[src/rtl/dmem_arbiter_if.sv]
// Requester-side bundle for the data-memory arbiter: request payload going in,
// grant and load response coming back.
interface dmem_arbiter_if;
    logic        req;
    logic        we;
    logic [2:0]  f3;
    logic [31:0] addr;
    logic [31:0] wdata;
    logic        gnt;
    logic        rvalid;
    logic [31:0] rdata;
    logic        err;

    modport master (
        output req, we, f3, addr, wdata,
        input  gnt, rvalid, rdata, err
    );

    modport slave (
        input  req, we, f3, addr, wdata,
        output gnt, rvalid, rdata, err
    );
endinterface

[src/rtl/dmem_arbiter.sv]
// Two-port arbiter in front of the single-port byte-addressed data memory:
// port 0 has priority, port 1 is guaranteed a grant after STARVE_LIMIT denials.
module dmem_arbiter #(
    parameter int unsigned DEPTH        = 1024,
    parameter int unsigned STARVE_LIMIT = 4
) (
    input  logic           Clock,
    input  logic           nReset,
    dmem_arbiter_if.slave  p0,
    dmem_arbiter_if.slave  p1,
    output logic [2:0]     mem_f3,
    output logic [31:0]    mem_addr,
    output logic [31:0]    mem_data,
    output logic           mem_wmem,
    output logic           mem_rmem,
    input  logic [31:0]    mem_out
);
    localparam int unsigned      CNT_W    = $clog2(STARVE_LIMIT + 1);
    localparam logic [CNT_W-1:0] CNT_MAX  = CNT_W'(STARVE_LIMIT);
    localparam logic [32:0]      ADDR_MAX = 33'(DEPTH) - 33'd1;

    function automatic logic [2:0] size_m1(input logic [1:0] sz);
        case (sz)
            2'b00:   return 3'd0;
            2'b01:   return 3'd1;
            default: return 3'd3;
        endcase
    endfunction

    // The last byte is computed in 33 bits so addresses near 2^32 cannot wrap into range.
    function automatic logic is_fault(input logic we, input logic [2:0] f3, input logic [31:0] addr);
        logic        bad_code;
        logic [32:0] last_byte;
        bad_code  = we ? (f3 > 3'b010) : ((f3 == 3'b011) || (f3 == 3'b110) || (f3 == 3'b111));
        last_byte = {1'b0, addr} + {30'd0, size_m1(f3[1:0])};
        return bad_code || (last_byte > ADDR_MAX);
    endfunction

    logic             gnt0_s;
    logic             gnt1_s;
    logic             any_gnt_s;
    logic             sel_we_s;
    logic [2:0]       sel_f3_s;
    logic [31:0]      sel_addr_s;
    logic [31:0]      sel_wdata_s;
    logic             fault_s;
    logic [CNT_W-1:0] starve_cnt_r;
    logic             pend_vld_r;
    logic             pend_port_r;
    logic             pend_err_r;

    // Grant selection; nothing is granted while reset is held.
    always_comb begin
        gnt0_s = 1'b0;
        gnt1_s = 1'b0;
        if (!nReset) begin
            gnt0_s = 1'b0;
            gnt1_s = 1'b0;
        end else if (p1.req && (!p0.req || (starve_cnt_r == CNT_MAX))) begin
            gnt1_s = 1'b1;
        end else if (p0.req) begin
            gnt0_s = 1'b1;
        end else begin
            gnt0_s = 1'b0;
            gnt1_s = 1'b0;
        end
    end

    // Payload mux of the granted port and fault classification.
    always_comb begin
        sel_we_s    = 1'b0;
        sel_f3_s    = 3'b000;
        sel_addr_s  = 32'd0;
        sel_wdata_s = 32'd0;
        if (gnt1_s) begin
            sel_we_s    = p1.we;
            sel_f3_s    = p1.f3;
            sel_addr_s  = p1.addr;
            sel_wdata_s = p1.wdata;
        end else if (gnt0_s) begin
            sel_we_s    = p0.we;
            sel_f3_s    = p0.f3;
            sel_addr_s  = p0.addr;
            sel_wdata_s = p0.wdata;
        end else begin
            sel_we_s    = 1'b0;
            sel_f3_s    = 3'b000;
            sel_addr_s  = 32'd0;
            sel_wdata_s = 32'd0;
        end
        any_gnt_s = gnt0_s | gnt1_s;
        fault_s   = any_gnt_s & is_fault(sel_we_s, sel_f3_s, sel_addr_s);
    end

    // Memory drive: strobes only for granted, non-faulting accesses.
    always_comb begin
        mem_f3   = sel_f3_s;
        mem_addr = sel_addr_s;
        mem_data = sel_wdata_s;
        mem_wmem = any_gnt_s & sel_we_s & ~fault_s;
        mem_rmem = any_gnt_s & ~sel_we_s & ~fault_s;
    end

    // Starvation counter: consecutive cycles port 1 was requesting but denied.
    always_ff @(posedge Clock or negedge nReset) begin
        if (!nReset) begin
            starve_cnt_r <= '0;
        end else if (!p1.req || gnt1_s) begin
            starve_cnt_r <= '0;
        end else if (starve_cnt_r != CNT_MAX) begin
            starve_cnt_r <= starve_cnt_r + CNT_W'(1);
        end else begin
            starve_cnt_r <= starve_cnt_r;
        end
    end

    // Response stage: loads and faulting accesses answer one cycle after acceptance.
    always_ff @(posedge Clock or negedge nReset) begin
        if (!nReset) begin
            pend_vld_r  <= 1'b0;
            pend_port_r <= 1'b0;
            pend_err_r  <= 1'b0;
        end else begin
            pend_vld_r  <= any_gnt_s & (~sel_we_s | fault_s);
            pend_port_r <= gnt1_s;
            pend_err_r  <= fault_s;
        end
    end

    assign p0.gnt    = gnt0_s;
    assign p1.gnt    = gnt1_s;
    assign p0.rvalid = pend_vld_r & ~pend_port_r;
    assign p1.rvalid = pend_vld_r & pend_port_r;
    assign p0.err    = pend_vld_r & ~pend_port_r & pend_err_r;
    assign p1.err    = pend_vld_r & pend_port_r & pend_err_r;
    assign p0.rdata  = (pend_vld_r && !pend_port_r && !pend_err_r) ? mem_out : 32'd0;
    assign p1.rdata  = (pend_vld_r && pend_port_r && !pend_err_r) ? mem_out : 32'd0;
endmodule

[src/flat_wrapper.sv]
// flat-port wrapper written by rule: the top's interface ports become plain ports
module dmem_arbiter_flat 
#(
    parameter int unsigned DEPTH        = 1024,
    parameter int unsigned STARVE_LIMIT = 4
)
  (Clock, nReset, mem_f3, mem_addr, mem_data, mem_wmem, mem_rmem, mem_out, p0_req, p0_we, p0_f3, p0_addr, p0_wdata, p0_gnt, p0_rvalid, p0_rdata, p0_err, p1_req, p1_we, p1_f3, p1_addr, p1_wdata, p1_gnt, p1_rvalid, p1_rdata, p1_err);
  dmem_arbiter_if p0_i ();
  dmem_arbiter_if p1_i ();
  input  logic Clock;
  input  logic nReset;
  output logic [2:0] mem_f3;
  output logic [31:0] mem_addr;
  output logic [31:0] mem_data;
  output logic mem_wmem;
  output logic mem_rmem;
  input  logic [31:0] mem_out;
  input wire logic [$bits(p0_i.req)-1:0] p0_req;
  input wire logic [$bits(p0_i.we)-1:0] p0_we;
  input wire logic [$bits(p0_i.f3)-1:0] p0_f3;
  input wire logic [$bits(p0_i.addr)-1:0] p0_addr;
  input wire logic [$bits(p0_i.wdata)-1:0] p0_wdata;
  output wire logic [$bits(p0_i.gnt)-1:0] p0_gnt;
  output wire logic [$bits(p0_i.rvalid)-1:0] p0_rvalid;
  output wire logic [$bits(p0_i.rdata)-1:0] p0_rdata;
  output wire logic [$bits(p0_i.err)-1:0] p0_err;
  input wire logic [$bits(p1_i.req)-1:0] p1_req;
  input wire logic [$bits(p1_i.we)-1:0] p1_we;
  input wire logic [$bits(p1_i.f3)-1:0] p1_f3;
  input wire logic [$bits(p1_i.addr)-1:0] p1_addr;
  input wire logic [$bits(p1_i.wdata)-1:0] p1_wdata;
  output wire logic [$bits(p1_i.gnt)-1:0] p1_gnt;
  output wire logic [$bits(p1_i.rvalid)-1:0] p1_rvalid;
  output wire logic [$bits(p1_i.rdata)-1:0] p1_rdata;
  output wire logic [$bits(p1_i.err)-1:0] p1_err;
  assign p0_i.req = p0_req;
  assign p0_i.we = p0_we;
  assign p0_i.f3 = p0_f3;
  assign p0_i.addr = p0_addr;
  assign p0_i.wdata = p0_wdata;
  assign p0_gnt = p0_i.gnt;
  assign p0_rvalid = p0_i.rvalid;
  assign p0_rdata = p0_i.rdata;
  assign p0_err = p0_i.err;
  assign p1_i.req = p1_req;
  assign p1_i.we = p1_we;
  assign p1_i.f3 = p1_f3;
  assign p1_i.addr = p1_addr;
  assign p1_i.wdata = p1_wdata;
  assign p1_gnt = p1_i.gnt;
  assign p1_rvalid = p1_i.rvalid;
  assign p1_rdata = p1_i.rdata;
  assign p1_err = p1_i.err;
  dmem_arbiter #(.DEPTH(DEPTH), .STARVE_LIMIT(STARVE_LIMIT)) u_core (.Clock(Clock), .nReset(nReset), .p0(p0_i), .p1(p1_i), .mem_f3(mem_f3), .mem_addr(mem_addr), .mem_data(mem_data), .mem_wmem(mem_wmem), .mem_rmem(mem_rmem), .mem_out(mem_out));
endmodule
[config.mk]
export PLATFORM = sky130hd
export DESIGN_NAME = dmem_arbiter_flat
export DESIGN_NICKNAME = d
export VERILOG_FILES = /design/src/rtl/dmem_arbiter_if.sv /design/src/rtl/dmem_arbiter.sv /design/src/flat_wrapper.sv
export SDC_FILE = /design/constraint.sdc
export NUM_CORES = 1
export LEC_CHECK = 0
export CAP_MARGIN = 10
export CORE_AREA = 3 3 120 122
export CTS_BUF_LIST = sky130_fd_sc_hd__clkbuf_8
export CTS_CLUSTER_SIZE = 28
export DETAILED_ROUTE_END_ITERATION = 16
export DIE_AREA = 0 0 123 125
export GPL_TIMING_DRIVEN = 1
export PLACE_DENSITY_LB_ADDON = 0.05
export SYNTH_ARGS = -nofsm -noshare
export SYNTH_HDL_FRONTEND = slang
export SYNTH_SLANG_ARGS = --single-unit
[constraint.sdc]
create_clock -name Clock -period 6.4 [get_ports Clock]
set_input_delay 0.64 -clock Clock [delete_from_list [all_inputs] [get_ports Clock]]
set_output_delay 0.64 -clock Clock [all_outputs]
set_load 0.05 [all_outputs]
Word-level counts from Yosys, hierarchy flattened
Cells that the tools add are included.
Widths: inputs -> output; s select.
Word-level totals
  bits in registers: 6
  bits of input ports: 172
  output and inout bits: 139
  word-level logic and storage cells: 64
Cells by class
  add/sub/neg operators: 2
  $lt $le $gt $ge: 2
  equal/unequal tests: 6
  muxes and demuxes: 19
  bitwise gates (word level): 15
  reduce and logical (&&, ||, !) cells: 16
Operators with widths (count)
  $mux 32: 6
  $add 32x2->33: 1
  $gt 33x10->1 const B: 1
  $mux 3: 4
  $and 1x1->1: 10
  $eq 3x3->1 const B: 3
  $mux 1: 8
  $logic_and 1x1->1: 5
  $logic_or 1x1->1: 5
  $logic_not 1->1: 4
  $pmux 2 s2: 1
  $add 3x1->3 const B: 1
  $eq 3x2->1 const B: 1
  $gt 3x2->1 const B: 1
  $ne 3x3->1 const B: 1
  $not 1->1: 3
  $eq 2x1->1 const B: 1
  $logic_not 2->1: 1
  $or 1x1->1: 2
  $reduce_bool 2->1: 1

Longest topological paths before layout
  word-level depth: 15
  gate-level depth with buffers: 20
  gate-level depth less buffers: 16

Worst setup path before layout
No wires, ideal clock.
  path type: flip-flop to output port
  start point: register u_core.starve_cnt_r[0]
  end point: output port mem_rmem
  data arrival time: 7.077 ns
  required time: 5.760 ns
  path slack: -1.317 ns
  stages on the path, launching flop included: 21
  path buffers: 5
  cell sequence: dfrtp_1 -> inv_1 -> ha_1 -> a21bo_2 -> clkbuf_8 -> nand2_2 -> inv_1 -> buf_1 -> buf_1 -> clkbuf_1 -> buf_1 -> a22o_1 -> ha_1 -> fa_1 -> nand2_1 -> a2111oi_0 -> o2111ai_1 -> a211o_2 -> a21o_2 -> a2111o_1 -> nor4b_1
On the way
  elaborated cells between the ends (all ways): 32
  those cells by class: add/sub: 1; order compare: 2; eq/ne: 5; mux: 12; bitwise: 6; reduce/logical: 6
RTL lines
  start: declaration: line dmem_arbiter.sv:47  | logic [CNT_W-1:0] starve_cnt_r;
  start signal: assignment: line dmem_arbiter.sv:111  | starve_cnt_r <= starve_cnt_r + CNT_W'(1);
  start signal: assignment: line dmem_arbiter.sv:113  | starve_cnt_r <= starve_cnt_r;
  $eq 3x3->1: line dmem_arbiter.sv:59  | end else if (p1.req && (!p0.req || (starve_cnt_r == CNT_MAX))) begin
  $logic_or 1x1->1: line dmem_arbiter.sv:59
  $logic_and 1x1->1: line dmem_arbiter.sv:59
  $mux 1: line dmem_arbiter.sv:59
  $mux 1: line dmem_arbiter.sv:56  | if (!nReset) begin
  via p1_gnt: line flat_wrapper.sv:32  | output wire logic [$bits(p1_i.gnt)-1:0] p1_gnt;
  $mux 32: line dmem_arbiter.sv:75  | if (gnt1_s) begin
  via mem_addr[0]: line flat_wrapper.sv:13  | output logic [31:0] mem_addr;
  $add 32x2->33: line dmem_arbiter.sv:35  | last_byte = {1'b0, addr} + {30'd0, size_m1(f3[1:0])};
  $gt 33x10->1: line dmem_arbiter.sv:36  | return bad_code || (last_byte > ADDR_MAX);
  $logic_or 1x1->1: line dmem_arbiter.sv:36
  $and 1x1->1: line dmem_arbiter.sv:92  | fault_s = any_gnt_s & is_fault(sel_we_s, sel_f3_s, sel_addr_s);
  $not 1->1: line dmem_arbiter.sv:101  | mem_rmem = any_gnt_s & ~sel_we_s & ~fault_s;
  $and 1x1->1: line dmem_arbiter.sv:101
  end: declaration: line flat_wrapper.sv:16  | output logic mem_rmem;
The timed path passes the listed nets, and every way through them passes these cells.

Worst setup path after layout
  start point: input port p0_req
  end point: output port mem_rmem
On the way
  longest elaborated chain between the ends: 15
  elaborated cells between the ends (all ways): 33
  those cells by class: add/sub: 1; order compare: 2; eq/ne: 4; mux: 13; bitwise: 6; reduce/logical: 7
Ends and longest elaborated chain
  start: declaration: line flat_wrapper.sv:18  | input wire logic [$bits(p0_i.req)-1:0] p0_req;
  $logic_not 1->1: line dmem_arbiter.sv:59
  $logic_or 1x1->1: line dmem_arbiter.sv:59
  $logic_and 1x1->1: line dmem_arbiter.sv:59
  $mux 1: line dmem_arbiter.sv:59
  $mux 1: line dmem_arbiter.sv:56
  $mux 3: line dmem_arbiter.sv:80  | end else if (gnt0_s) begin
  $mux 3: line dmem_arbiter.sv:75
  $eq 2x1->1, or another cell as far along: line dmem_arbiter.sv:23  | case (sz)
  $pmux 2 s2 / $logic_or 1x1->1 (equally long branches): line dmem_arbiter.sv:23, dmem_arbiter.sv:34
  $add 32x2->33 / $logic_or 1x1->1 (equally long branches): line dmem_arbiter.sv:35, dmem_arbiter.sv:34
  $gt 33x10->1 / $mux 1 (equally long branches): line dmem_arbiter.sv:36, dmem_arbiter.sv:34
  $logic_or 1x1->1: line dmem_arbiter.sv:36
  $and 1x1->1: line dmem_arbiter.sv:92
  $not 1->1: line dmem_arbiter.sv:101
  $and 1x1->1 *: line dmem_arbiter.sv:101
Mark *: on every way between the ends. The rest lies on a longest branch, timed or not.

==> impl_metrics.toml <==
[yosys]
synthesis.nets = 599
synth_top_family_by_area = "compound AO/OA/AOI/OAI gates"
synthSimpleGateAreaFrac_pct = 39.0
synth_fa_ha_area_share_pct = 2.44
ys_types = 69
yosysSeqAreaShare_pct = 5.22
synthFlopType = "dfrtp_1"
yosys_warnings = 0
synthCells = 422
ys_async_sr_fraction_pct = 100
synthXorXnorAreaFrac_pct = 1.52
synth_area_mm2 = 0.00288
avgSynthCellArea_um2 = 6.81
synth-seq-cells = 6
synth_compound_area_share_pct = 42.2
synth_edf_count = 0
muxShareOfSynthArea_pct = 0.740

[worst_setup_path]
crit_required_ps = 5760
r2r-end = "u_core.pend_vld_r$_DFF_PN0_"
reg2reg_from = "u_core.starve_cnt_r[0]$_DFFE_PN0P_"
setup.worst_path.end_class = "output port"
r2r_cells = 16
start_kind = "input port"
cp.arrival_ps = 5150
cp_max_fo = 25
ff2ff_setup_slack_ps = 1760
path_class = "input port to output port"

[layout]
post-route-util_pct = 46.9
fillCellCount = 1330
area_growth_syn_to_layout_pct = 117
drive_above_1_share_pct = 7.40
nets = 895
final_common_cell = "clkdlybuf4s50_1"
layout_common_cells = "308 x clkdlybuf4s50_1, 70 x and2_1, 48 x a22o_1, 31 x nand2_1, 21 x nand3_1"

[cts]
htreeDepth = 1
cts_buffer_depth = 2
postCtsSetupRepairBufs = 0
clock_latency_ps = 220
cts_buffers = 3
cts_resized = 0
clk_pin_slew_ps = 40
cts_sinks = 6
cts_hold_buf = 0
cts_tree = "yes"
clock-root-buffer = "clkbuf_8"

[drt]
wl_mm = 19.7
ant_nets = 0
vias = 4702
drc_errors = 0
firstDrtPassIters = 5
viasPerCell = 5.27
wl_per_cell_um = 22.0
drtIter0Drc = 302

[placement]
place.gp.congestion = 0.904
hpwl_mm = 16.4
portBuffers = 310

[timing]
tightest_slew_ps = 1030
setup_violations = 0
relSlewSlack_pct = 30.9
tns_ps = 0
rsz0062_at_grt = "false"
drv_slew = 0
fmax_mhz = 173
final.period_utilization_pct = 90.5
finalHoldViolations = 0
period_needed_ps = 5790
final.setup_skew_ps = 3.29

[min_path]
min_to = "u_core.starve_cnt_r[1]$_DFFE_PN0P_"
worstHoldPathType = "flop to flop"
hold_depth = 2
hold_start = "u_core.starve_cnt_r[1]$_DFFE_PN0P_"

[global_route]
grt_antenna_before_repair = 1
grt_pass1_vias = 4583
grt_first_pass_wirelength_mm = 29.3
grt-ovfl-total = 0
grt_max_degree = 40
track_usage_pct = 24.1

[floorplan]
num_rows = 42
fp.dieArea_mm2 = 0.0154
initial_utilization_pct = 21.6
coreArea_mm2 = 0.0133
fp.dieH_um = 125
io-pin-count = 311
die_w_um = 123

[power_and_ir_drop]
vdd_drop_max_v = 0.000117
p_leak_uw = 0.00237
p_total_uw = 551
powerDensity_mw_per_mm2 = 88.4

[run]
cap_violations = 0

[outcome]
status = "completed"
==> logic make-up after synthesis <==
| logic type | after synthesis |
|---|---|
| AO/OA/AOI/OAI | 151 |
| multiplexers | 2 |
| flip-flops | 6 |
| adder cells (fa/ha/maj) | 5 |
| buffers and inverters | 55 |
| AND/OR/NAND/NOR | 198 |
| XOR/XNOR | 5 |
==> synth_stat cells, types with 3 or more instances <==
| master | count | area share (%) |
|---|---|---|
| and2_1 | 70 | 15 |
| a22o_1 | 50 | 15 |
| nand2_1 | 31 | 4.0 |
| nand3_1 | 21 | 3.7 |
| inv_1 | 20 | 2.6 |
| clkbuf_1 | 19 | 2.5 |
| nor2_1 | 18 | 2.3 |
| o21ai_0 | 12 | 2.1 |
| a21oi_1 | 11 | 1.9 |
| a22oi_1 | 9 | 2.3 |
| buf_1 | 9 | 1.2 |
| nand4_1 | 9 | 2.0 |
| a31oi_1 | 8 | 1.7 |
| nor3_1 | 8 | 1.4 |
| and3_1 | 7 | 1.5 |
| dfrtp_1 | 6 | 5.2 |
| o22a_1 | 6 | 1.8 |
| o22ai_1 | 6 | 1.3 |
| a31o_2 | 5 | 1.5 |
| a32o_1 | 5 | 1.7 |
| a2111oi_0 | 4 | 1.2 |
| a21boi_0 | 4 | 1.0 |
| ha_1 | 4 | 1.7 |
| nor3b_1 | 4 | 1.0 |
| a21o_1 | 3 | 0.78 |
| clkbuf_8 | 3 | 1.4 |
| nand4b_1 | 3 | 0.91 |
| nor2b_1 | 3 | 0.65 |
| o221ai_1 | 3 | 0.91 |
| or2_2 | 3 | 0.65 |
| xor2_1 | 3 | 0.91 |
==> cell type report <==
cell class                 count  area, um^2  area share (%)
clock buffer                   3        41.3           0.662
tap                          176         220            3.53
inverter                      20        75.1            1.20
sequential                     6         150            2.41
timing repair buffer         326        3240            52.0
antenna                        1        2.50          0.0401
multi-input combinational    361        2500            40.1
==> per-layer routing <==
metal | global-route usage [%] | vias to the layer above | wire (um)
met5 | 0 | - | 0
met4 | 3.19 | 0 | 260
met3 | 5.06 | 20 | 1910
met2 | 42.5 | 274 | 9780
met1 | 30.8 | 2217 | 7710
li1 | - | 2191 | -
==> per-stage QoR <==
| step | cells | hold WS (ps) | area, um^2 | setup slack [ps] |
|---|---|---|---|---|
| 6_report | 893 | 568 | 6240 | 608 |
| 5_1_grt | 893 | 602 | 6240 | 264 |
| 4_1_cts | 892 | 564 | 6230 | 611 |
| 3_5_place_dp | 889 | 557 | 6190 | 630 |
| 3_3_place_gp | 889 | 545 | 6190 | 730 |
| 2_1_floorplan | 422 | 344 | 2910 | 130 |
==> worst max-delay path, cell delays in order <==
cell	delay, ps
clkdlybuf4s50_1	690
and2_1	220
nand2_2	80
inv_2	330
a22o_1	230
or2_2	120
ha_1	190
fa_1	210
nand2_1	50
a2111oi_0	520
o2111ai_1	270
a211o_2	330
a21o_2	220
a2111o_1	500
nor4b_4	370
buf_12	180
==> state kept, by name (all words and copies together), names as in the netlist <==
signal	count
u_core.pend_port_r	1
u_core.starve_cnt_r	3
u_core.pend_vld_r	1
u_core.pend_err_r	1
==> worst max path at each step <==
stage	from	endpoint	depth (start not counted)
6_report	p0_req	mem_rmem	16
5_1_grt	p0_req	mem_rmem	16
4_1_cts	p0_req	mem_rmem	16
3_5_place_dp	p0_req	mem_rmem	16
3_3_place_gp	p0_req	mem_rmem	16
2_1_floorplan	u_core.starve_cnt_r[0]$_DFFE_PN0P_	mem_rmem	20
==> power by group <==
group	total [uW]	internal (uW)	leakage, uW	switching [uW]
clock network	55.7	40.3	0.0000216	15.4
logic	452	201	0.00228	251
registers	43.1	40.6	0.0000709	2.45
total	551	282	0.00237	269
Power figures use the tool's default switching activity.
